### src/rtl/wildeq_scan_pkg.sv
// Shared types for the wildcard-equality scan engine: FSM states and the
// three-valued comparator result with its fixed encoding.
package wildeq_pkg;

  typedef enum logic [1:0] {
    IDLE = 2'd0,
    SCAN = 2'd1,
    RESP = 2'd2
  } state_t;

  localparam logic [1:0] WEQ_0_ENC = 2'b00;
  localparam logic [1:0] WEQ_1_ENC = 2'b01;
  localparam logic [1:0] WEQ_X_ENC = 2'b10;

  typedef enum logic [1:0] {
    WEQ_0 = WEQ_0_ENC,
    WEQ_1 = WEQ_1_ENC,
    WEQ_X = WEQ_X_ENC
  } weq_t;

  // A scan stops on anything that is not a definite zero.
  function automatic logic weq_stop(input weq_t r);
    return r != WEQ_0;
  endfunction

endpackage

### src/rtl/wildeq_scan_if.sv
// Bundles the table-config, key-request and result-response channels of
// wildeq_scan; master is the requester/config side, slave is the engine.
interface wildeq_scan_if #(
  parameter int WIDTH = 9,
  parameter int DEPTH = 8,
  parameter int IDXW  = $clog2(DEPTH)
);
  logic             cfg_we;
  logic             cfg_ready;
  logic [IDXW-1:0]  cfg_idx;
  logic             cfg_en;
  logic [WIDTH-1:0] cfg_val;
  logic [WIDTH-1:0] cfg_care;

  logic             req_valid;
  logic             req_ready;
  logic [WIDTH-1:0] req_key;
  logic [WIDTH-1:0] req_unk;

  logic             rsp_valid;
  logic             rsp_ready;
  logic             rsp_hit;
  logic             rsp_unk;
  logic [IDXW-1:0]  rsp_idx;

  logic             busy;

  modport master (
    output cfg_we, cfg_idx, cfg_en, cfg_val, cfg_care,
    output req_valid, req_key, req_unk, rsp_ready,
    input  cfg_ready, req_ready, rsp_valid, rsp_hit, rsp_unk, rsp_idx, busy
  );

  modport slave (
    input  cfg_we, cfg_idx, cfg_en, cfg_val, cfg_care,
    input  req_valid, req_key, req_unk, rsp_ready,
    output cfg_ready, req_ready, rsp_valid, rsp_hit, rsp_unk, rsp_idx, busy
  );
endinterface

### src/rtl/wildeq_scan_cmp.sv
// Combinational ==? evaluator for one table entry against a 4-state key
// (unk flags the X/Z key bits); care=0 bits are wildcards.
module wildeq_cmp
  import wildeq_pkg::*;
#(
  parameter int WIDTH = 9
) (
  input  logic [WIDTH-1:0] key,
  input  logic [WIDTH-1:0] unk,
  input  logic [WIDTH-1:0] val,
  input  logic [WIDTH-1:0] care,
  input  logic             en,
  output weq_t             res
);
  logic known_miss;
  logic cared_unk;

  // A known mismatch dominates any unknown bit, exactly as ==? does.
  assign known_miss = |(care & ~unk & (key ^ val));
  assign cared_unk  = |(care & unk);

  always_comb begin
    res = WEQ_1;
    if (!en || known_miss) res = WEQ_0;
    else if (cared_unk)    res = WEQ_X;
  end
endmodule

### src/rtl/wildeq_scan.sv
// Priority-match engine: scans DEPTH flop-based pattern entries one per cycle
// through a single shared ==? comparator and reports the first 1/X entry.
module wildeq_scan
  import wildeq_pkg::*;
#(
  parameter int WIDTH = 9,
  parameter int DEPTH = 8,
  parameter int IDXW  = $clog2(DEPTH)
) (
  input  logic          clk,
  input  logic          rst_n,
  wildeq_scan_if.slave  bus
);
  state_t state, state_nxt;

  logic [DEPTH-1:0]            tbl_en;
  logic [DEPTH-1:0][WIDTH-1:0] tbl_val;
  logic [DEPTH-1:0][WIDTH-1:0] tbl_care;

  logic [WIDTH-1:0] key_q;
  logic [WIDTH-1:0] unk_q;
  logic [IDXW-1:0]  ptr;
  logic             hit_q;
  logic             unk_res_q;
  logic [IDXW-1:0]  idx_q;

  weq_t res;
  logic last;
  logic req_fire;
  logic cfg_fire;
  logic rsp_fire;

  assign last     = (ptr == IDXW'(DEPTH - 1));
  assign req_fire = bus.req_valid && (state == IDLE);
  assign cfg_fire = bus.cfg_we    && (state == IDLE);
  assign rsp_fire = bus.rsp_ready && (state == RESP);

  wildeq_cmp #(.WIDTH(WIDTH)) u_cmp (
    .key  (key_q),
    .unk  (unk_q),
    .val  (tbl_val[ptr]),
    .care (tbl_care[ptr]),
    .en   (tbl_en[ptr]),
    .res  (res)
  );

  always_ff @(posedge clk) begin
    if (!rst_n) state <= IDLE;
    else        state <= state_nxt;
  end

  always_comb begin
    state_nxt = state;
    case (state)
      IDLE:    if (req_fire) state_nxt = SCAN;
      SCAN:    if (weq_stop(res) || last) state_nxt = RESP;
      RESP:    if (rsp_fire) state_nxt = IDLE;
      default: state_nxt = IDLE;
    endcase
  end

  always_comb begin
    bus.req_ready = (state == IDLE);
    bus.cfg_ready = (state == IDLE);
    bus.rsp_valid = (state == RESP);
    bus.busy      = (state != IDLE);
    bus.rsp_hit   = hit_q;
    bus.rsp_unk   = unk_res_q;
    bus.rsp_idx   = idx_q;
  end

  // Table write lands at the same edge as a concurrent req handshake, so the
  // first scan cycle already reads the new entry.
  always_ff @(posedge clk) begin
    if (!rst_n) begin
      tbl_en    <= '0;
      tbl_val   <= '0;
      tbl_care  <= '0;
      key_q     <= '0;
      unk_q     <= '0;
      ptr       <= '0;
      hit_q     <= 1'b0;
      unk_res_q <= 1'b0;
      idx_q     <= '0;
    end else begin
      if (cfg_fire) begin
        tbl_en[bus.cfg_idx]   <= bus.cfg_en;
        tbl_val[bus.cfg_idx]  <= bus.cfg_val;
        tbl_care[bus.cfg_idx] <= bus.cfg_care;
      end
      if (req_fire) begin
        key_q <= bus.req_key;
        unk_q <= bus.req_unk;
        ptr   <= '0;
      end else if (state == SCAN) begin
        if (weq_stop(res)) begin
          hit_q     <= (res == WEQ_1);
          unk_res_q <= (res == WEQ_X);
          idx_q     <= ptr;
        end else if (last) begin
          hit_q     <= 1'b0;
          unk_res_q <= 1'b0;
          idx_q     <= '0;
        end else begin
          ptr <= ptr + 1'b1;
        end
      end
    end
  end
endmodule

### src/flat_wrapper.sv
// flat-port wrapper written by rule: the top's interface ports become plain ports
module wildeq_scan_flat import wildeq_pkg::*;
#(
  parameter int WIDTH = 9,
  parameter int DEPTH = 8,
  parameter int IDXW  = $clog2(DEPTH)
)
  (clk, rst_n, bus_cfg_we, bus_cfg_idx, bus_cfg_en, bus_cfg_val, bus_cfg_care, bus_req_valid, bus_req_key, bus_req_unk, bus_rsp_ready, bus_cfg_ready, bus_req_ready, bus_rsp_valid, bus_rsp_hit, bus_rsp_unk, bus_rsp_idx, bus_busy);
  wildeq_scan_if #(.WIDTH(WIDTH), .DEPTH(DEPTH), .IDXW(IDXW)) bus_i ();
  input  logic clk;
  input  logic rst_n;
  input wire logic [$bits(bus_i.cfg_we)-1:0] bus_cfg_we;
  input wire logic [$bits(bus_i.cfg_idx)-1:0] bus_cfg_idx;
  input wire logic [$bits(bus_i.cfg_en)-1:0] bus_cfg_en;
  input wire logic [$bits(bus_i.cfg_val)-1:0] bus_cfg_val;
  input wire logic [$bits(bus_i.cfg_care)-1:0] bus_cfg_care;
  input wire logic [$bits(bus_i.req_valid)-1:0] bus_req_valid;
  input wire logic [$bits(bus_i.req_key)-1:0] bus_req_key;
  input wire logic [$bits(bus_i.req_unk)-1:0] bus_req_unk;
  input wire logic [$bits(bus_i.rsp_ready)-1:0] bus_rsp_ready;
  output wire logic [$bits(bus_i.cfg_ready)-1:0] bus_cfg_ready;
  output wire logic [$bits(bus_i.req_ready)-1:0] bus_req_ready;
  output wire logic [$bits(bus_i.rsp_valid)-1:0] bus_rsp_valid;
  output wire logic [$bits(bus_i.rsp_hit)-1:0] bus_rsp_hit;
  output wire logic [$bits(bus_i.rsp_unk)-1:0] bus_rsp_unk;
  output wire logic [$bits(bus_i.rsp_idx)-1:0] bus_rsp_idx;
  output wire logic [$bits(bus_i.busy)-1:0] bus_busy;
  assign bus_i.cfg_we = bus_cfg_we;
  assign bus_i.cfg_idx = bus_cfg_idx;
  assign bus_i.cfg_en = bus_cfg_en;
  assign bus_i.cfg_val = bus_cfg_val;
  assign bus_i.cfg_care = bus_cfg_care;
  assign bus_i.req_valid = bus_req_valid;
  assign bus_i.req_key = bus_req_key;
  assign bus_i.req_unk = bus_req_unk;
  assign bus_i.rsp_ready = bus_rsp_ready;
  assign bus_cfg_ready = bus_i.cfg_ready;
  assign bus_req_ready = bus_i.req_ready;
  assign bus_rsp_valid = bus_i.rsp_valid;
  assign bus_rsp_hit = bus_i.rsp_hit;
  assign bus_rsp_unk = bus_i.rsp_unk;
  assign bus_rsp_idx = bus_i.rsp_idx;
  assign bus_busy = bus_i.busy;
  wildeq_scan #(.WIDTH(WIDTH), .DEPTH(DEPTH), .IDXW(IDXW)) u_core (.clk(clk), .rst_n(rst_n), .bus(bus_i));
endmodule
### config.mk
export PLATFORM = sky130hd
export DESIGN_NAME = wildeq_scan_flat
export DESIGN_NICKNAME = d
export VERILOG_FILES = /design/src/rtl/wildeq_scan_pkg.sv /design/src/rtl/wildeq_scan_if.sv /design/src/rtl/wildeq_scan_cmp.sv /design/src/rtl/wildeq_scan.sv /design/src/flat_wrapper.sv
export SDC_FILE = /design/constraint.sdc
export NUM_CORES = 1
export LEC_CHECK = 0
export ABC_AREA = 1
export CAP_MARGIN = 20
export CORE_MARGIN = 1.5
export CORE_UTILIZATION = 40
export DETAILED_ROUTE_END_ITERATION = 16
export DONT_BUFFER_PORTS = 1
export PLACE_DENSITY = 0.61
export SETUP_SLACK_MARGIN = 0.1
export SLEW_MARGIN = 10
export SYNTH_ARGS = -nofsm -noshare
export SYNTH_HDL_FRONTEND = slang
export SYNTH_SLANG_ARGS = --single-unit
### constraint.sdc
create_clock -name clk -period 2 [get_ports clk]
set_input_delay 0.3 -clock clk [delete_from_list [all_inputs] [get_ports clk]]
set_output_delay 0.3 -clock clk [all_outputs]
set_load 0.02 [all_outputs]
# After elaboration in Yosys (flattened, before gate mapping)
# Index checks and enable logic that the tools add are counted.
word_totals:
  out_inout_bits: 9
  wordCells: 86
  in_bits: 45
  reg_bits: 180
classes:
  n_mux: 24
  magnitude_cmp: 3
  n_eq_ne: 8
  addsub: 1
  reduce_logical: 17
  bitwise: 9
op_table:
  columns: ["cell", "n"]
  rows:
  - ["72-bit bitwise mux", 2]
  - ["9-bit binary-select mux with 3-bit select", 2]
  - ["9-bit bitwise AND", 3]
  - ["9-bit demux with 3-bit select", 1]
  - ["9-bit 2-to-1 mux", 3]
  - ["9-bit OR reduction", 2]
  - ["2-bit 2-to-1 mux", 5]
  - ["9-bit NOT", 1]
  - ["3-bit AND reduction", 3]
  - ["9-bit XOR", 1]
  - ["8-bit bitwise mux", 1]
  - ["3-bit by 4-bit < comparator with 1-bit output, second input constant", 2]
  - ["3-bit 2-to-1 mux", 2]
  - ["2-bit by 1-bit inequality test with 1-bit output, second input constant", 3]
  - ["2-bit one-hot mux with 3 select lines", 1]
  - ["2-bit nonzero test", 3]
  - ["1-bit 2-to-1 mux", 5]
  - ["2-bit by 1-bit equality test with 1-bit output, second input constant", 2]
  - ["2-bit equality test, second input constant", 2]
  - ["1-bit logical AND", 4]
  - ["1-bit NOT", 4]
  - ["3-bit by 1-bit adder with 3-bit output, second input constant", 1]
  - ["1-bit binary-select mux with 3-bit select", 1]
  - ["1-bit demux with 3-bit select", 1]
  - ["other kinds (6)", 7]

# Depth between registers and ports, before layout
depth:
  ltp_word: 11
  depth_mapped: 18
  depth_no_buf: 15

# By module
# Synthesis repeated with hierarchy kept, for this count alone.
unflattened:
  cells_unflattened: 1493
  hier_area_um2: 9126.3
by_module_without_submodules:
  columns: ["module", "cells_per_inst", "instances", "seq_area_each_um2", "area_per_inst_um2"]
  rows:
  - ["wildeq_scan", 1416, 1, 3603.5, 8809.7]
  - ["wildeq_cmp", 77, 1, 0.0, 316.6]

# Worst setup path after synthesis
# OpenSTA, ideal clock, no wires.
synth_timing:
  path_type: "register to register"
  from: "register u_core.state[1]"
  to: "register u_core.tbl_val[43] in the netlist's numbering"
  synth_period_minus_slack_ps: 2075
  setup_slack_ps: -75
  setup_time_ps: 128
  stages_incl_launch_ff: 10
  path_buffers: 1
  t_arrival_ps: 1947
  required_ps: 1872
  cell_sequence: "dfxtp_1 nor2_1 inv_1 nor2_1 nand2_1 nor2_1 inv_1 clkbuf_1 o21ai_0 a21oi_1"
synth_between:
  elab_chain_cells: 2
synth_rtl:
  columns: ["element", "line_no", "text"]
  rows:
  - ["start: declaration", "wildeq_scan.sv:14", "state_t state, state_nxt;"]
  - ["start signal: assignment", "wildeq_scan.sv:49", "else state <= state_nxt;"]
  - ["2-bit logical NOT", null, null]
  - ["via bus_cfg_ready", "flat_wrapper.sv:21", "output wire logic [$bits(bus_i.cfg_ready)-1:0] bus_cfg_ready;"]
  - ["1-bit logical AND", "wildeq_scan.sv:35", "assign cfg_fire = bus.cfg_we && (state == IDLE);"]
  - ["end signal: indexed assignment", "wildeq_scan.sv:88", "tbl_val[bus.cfg_idx] <= bus.cfg_val;"]
  - ["end: declaration", "wildeq_scan.sv:17", "logic [DEPTH-1:0][WIDTH-1:0] tbl_val;"]
# The timed path passes the listed nets, and every way through them passes these cells.
# A chain may end at the register's enable or synchronous reset.

# Worst setup path in the final report
layout_timing:
  from: "register u_core.ptr[0]"
  to: "register u_core.unk_res_q (netlist: u_core.bus.rsp_unk)"
layout_between:
  elab_chain_cells: 10
  elab_cells_between_ends: 22
  cone_classes: "2 x eq/ne; 9 x mux; 4 x bitwise; 7 x reduce/logical"
layout_rtl:
  columns: ["element", "line_no", "text"]
  rows:
  - ["start: declaration", "wildeq_scan.sv:22", "logic [IDXW-1:0] ptr;"]
  - ["start signal: assignment", "wildeq_scan.sv:105", "ptr <= ptr + 1'b1;"]
  - ["9-bit binary-select mux with 3-bit select (on tied branches)", "wildeq_scan.sv:42, wildeq_scan.sv:41", null]
  - ["9-bit 2-to-1 mux (on tied branches)", "wildeq_scan.sv:42, wildeq_scan.sv:41", null]
  - ["9-bit bitwise AND or 9-bit XOR (tied branches)", "wildeq_scan_cmp.sv:19", "assign known_miss = |(care & ~unk & (key ^ val));"]
  - ["9-bit bitwise AND", "wildeq_scan_cmp.sv:19", null]
  - ["9-bit OR reduction", "wildeq_scan_cmp.sv:19", null]
  - ["1-bit logical OR", "wildeq_scan_cmp.sv:24", "if (!en || known_miss) res = WEQ_0;"]
  - ["2-bit 2-to-1 mux", "wildeq_scan_cmp.sv:24", null]
  - ["2-bit nonzero test", "wildeq_scan_pkg.sv:23", "return r != WEQ_0;"]
  - ["2-bit nonzero test (no source line)", null, null]
  - ["3-bit AND reduction (no source line)", null, null]
  - ["end signal: assignment", "wildeq_scan.sv:98", "unk_res_q <= (res == WEQ_X);"]
  - ["end: declaration", "wildeq_scan.sv:24", "logic unk_res_q;"]
# Parallel ways exist; a longest one is shown, timed or not. The select of a mux whose other input is x is not followed.

==> summary.txt <==
Global routing
  – Overall routing resource usage: 23.3%
  – Largest net degree at the start of global routing: 118
  – Gr ovfl total: 0
  – Antenna violations before repair: 0
  – Vias in the first global route: 7118
  – Global-route wire length before repair: 38.9 mm

Clock network
  – Clock transition at path regs: 0.07 ns
  – Clk_lat worst skew: 0.44 ns
  – Clock Path Buffers: 2
  – CTS tree: done
  – Root Buffer: clkbuf_16
  – Clk sink count: 180
  – CTS H-tree depth: 4
  – TritonCTS Buffers: 17

Layout
  – Commonest non-fill, non-tap cell in the layout: nand2_1
  – Seq. cell area: 3610 sq um
  – Most frequent cells in the layout: 204 x nand2_1, 178 x dfxtp_1, 175 x o21ai_0
  – Non-filler cells, final: 1507
  – NumNets Final: 1271
  – Share of cells above drive strength 1: 12.0%
  – Fillers: 2036
  – Finished Cell Area: 9740 sq um
  – Core Util, Final: 48.5%
  – Area grow syn2layout: 19.5%
  – Area of the multi-input gates: 3730 sq um
  – Ant. Diodes: 0

Floorplanning
  – Die height: 146 um
  – Core Region: 20100 sq um
  – Num rows: 52
  – Initial core utilization: 40.6%
  – Die Wd: 146 um
  – I/O pins: 54
  – Die Area: 21300 sq um

Power
  – Power per Cell Area: 887 nW/um^2
  – Switching Share: 28.4%
  – Leak pwr: 0.00403 uW
  – Maximum vdd ir drop: 0.000570 V
  – Register share of total power: 44.2%
  – Switching pwr: 2450 uW
  – Int Pwr: 6190 uW
  – Clk network pwr share: 39.6%
  – Part of the power in combinational logic: 16.3%

Hold path
  – HP Start: rst_n
  – HP Class: in -> reg

Setup path
  – Crit Path Class: reg -> reg
  – Worst-path cell chain: buf_8 > clkbuf_16 > nand2_1 > nand3_1 > nand3_2 > nand2_1 > nor2_1 > nand3_1 > inv_1 > nor2_1 > nand3_2 > nand2_2 > nand2_4 > nand2_1 > a21oi_1
  – Critical Path Max Stage Delay: 0.44 ns
  – CP endpoint kind: register
  – CP max-delay cell: dfxtp_4
  – Crit-path most repeated cell: nand2_1
  – Setup crit start kind: register
  – CP required: 2.32 ns
  – Worst Path Arrival: 2.34 ns
  – Reg-to-reg critical path startpoint: u_core.ptr[0]
  – CP Max Fanout: 9
  – Crit path launch: u_core.ptr[0]

Routing
  – First-pass DRT Iterations: 5
  – Via-per-instance ratio: 5.05
  – Final WL: 24.2 mm
  – DR DRC count: 0
  – Vias: 7611
  – DRT iter0 DRCs: 533
  – DRT antenna net count: 0
  – DR WL/cell: 16.0 um

STA
  – Setup Viol. Count Final: 6
  – RSZ-0062 raised after global routing: true
  – Final Hold Fails: 0
  – Fin crit period: 2.02 ns
  – Slew headroom: 55.3%
  – Worst setup margin: -0.0226 ns
  – Fmax: 494 MHz
  – Max Slew Vio Count: 0
  – Actual slew at the worst max-slew pin: 0.668 ns
  – Final hold slack: 0.00899 ns
  – Period Utilization, post-route: 101%
  – Clock skew: 0.00677 ns

Placed design
  – Pre-CTS setup slack: -0.0958 ns
  – DP HPWL: 15.4 mm
  – RePlAce Congestion: 0.860
  – Dpl cells: 1454
  – Placed Area: 8640 sq um
  – # port buffers: 0

Synthesis
  – Synthesized Nets: 1257
  – Post-Syn Area: 8160 sq um
  – Yosys top cell area share: 44.2%
  – Mapped Cells: 1210
  – #FFs+latches synth: 180
  – Synth Warn #: 0
  – Area leader, netlist: dfxtp_1
  – Syn_area_per_cell: 6.74 sq um
  – Register area share after synthesis: 44.2%
  – Top cells by area, synth: dfxtp_1 44%, o21ai_0 11%, nand2_1 9.9%
  – Post-synthesis cell type count: 21

Status
  – Failing checks: negative setup slack
  – Status: complete, but fails checks

Run
  – Max-cap viol count: 0
## synth_stat cells
cell and n:
nand2_1 215, dfxtp_1 180, o21ai_0 175, inv_1 163, a21oi_1 153, nor2_1 113, nand3_1 111, clkbuf_1 56
buf_2 14, buf_6 6, nand3b_1 6, clkinv_1 5, buf_4 2, ha_1 2, nand3_2 2, o211ai_1 2
a31oi_1 1, buf_1 1, inv_2 1, nand2_2 1, o21ai_1 1
## flip-flops by register name, summed over array words and instances, names as in the netlist
signal and flops:
u_core.key_q 9, u_core.bus.rsp_unk 1, u_core.state 2, u_core.unk_q 9
u_core.bus.rsp_idx 3, u_core.tbl_care 72, u_core.tbl_val 72, u_core.tbl_en 8
u_core.bus.rsp_hit 1, u_core.ptr 3
## final cells by class
cell class | count | area share [%]
clock buffers | 19 | 4.55
repair buffers | 74 | 8.54
flip-flops and latches | 180 | 37.1
inverters | 169 | 6.61
clock inverters | 13 | 1.52
well taps | 270 | 3.47
multi-input cells | 782 | 38.3
## cells by family after synthesis
kind of cell	synth area share (%)
fa+ha+maj	0.307
buf+inv	12.3
flops	44.2
compound gates	20.5
simple gates	22.8
## critical path: cells and delay by family, from the launching register on
family                 cells  cell delay [ns]
buffers and inverters      3             0.38
DFF                        1             0.44
AOI/OAI and AO/OA          1             0.06
and+or+nand+nor           11             1.03
## final timing paths
path | end | slack, ns | cells past startpoint
min | u_core.tbl_care[0] | 0.009 | 2
max | u_core.bus.rsp_unk | -0.02 | 15
min reg2reg | u_core.tbl_val[34] | 0.45 | 2
max reg2reg | u_core.bus.rsp_unk | -0.02 | 15
## power by group through the flow
stage	Sequential, uW	Clock, uW	Combinational (uW)
after floorplan	3860	0	863
after global placement	3890	0	1180
after detailed placement	3890	0	1190
after CTS	3820	3460	1360
after global routing	3830	3590	1570
final	3820	3420	1410
## stage by stage
| step | TNS, ns | total power, uW |
|---|---|---|
| after global placement | -0.302 | 5070 |
| after global routing | -1.19 | 8990 |
| after CTS | 0 | 8640 |
| after floorplan | 0 | 4720 |
| after detailed placement | -0.530 | 5080 |
| final | -0.103 | 8640 |
## per-layer routing
| metal | routed length [um] | track usage (%) |
|---|---|---|
| met5 | 0 | 0 |
| met4 | 548 | 7.91 |
| met3 | 1120 | 4.17 |
| met2 | 11300 | 38.3 |
| met1 | 11200 | 30.9 |
## what timing repair did
action,CTS,global route
resized for setup,49,17
hold endpoints to repair,66,0
setup buffers,9,0
hold buffers,9,0
cloned,2,1
setup endpoints to repair,22,30
pin swaps,7,2
Power figures use the tool's default switching activity.
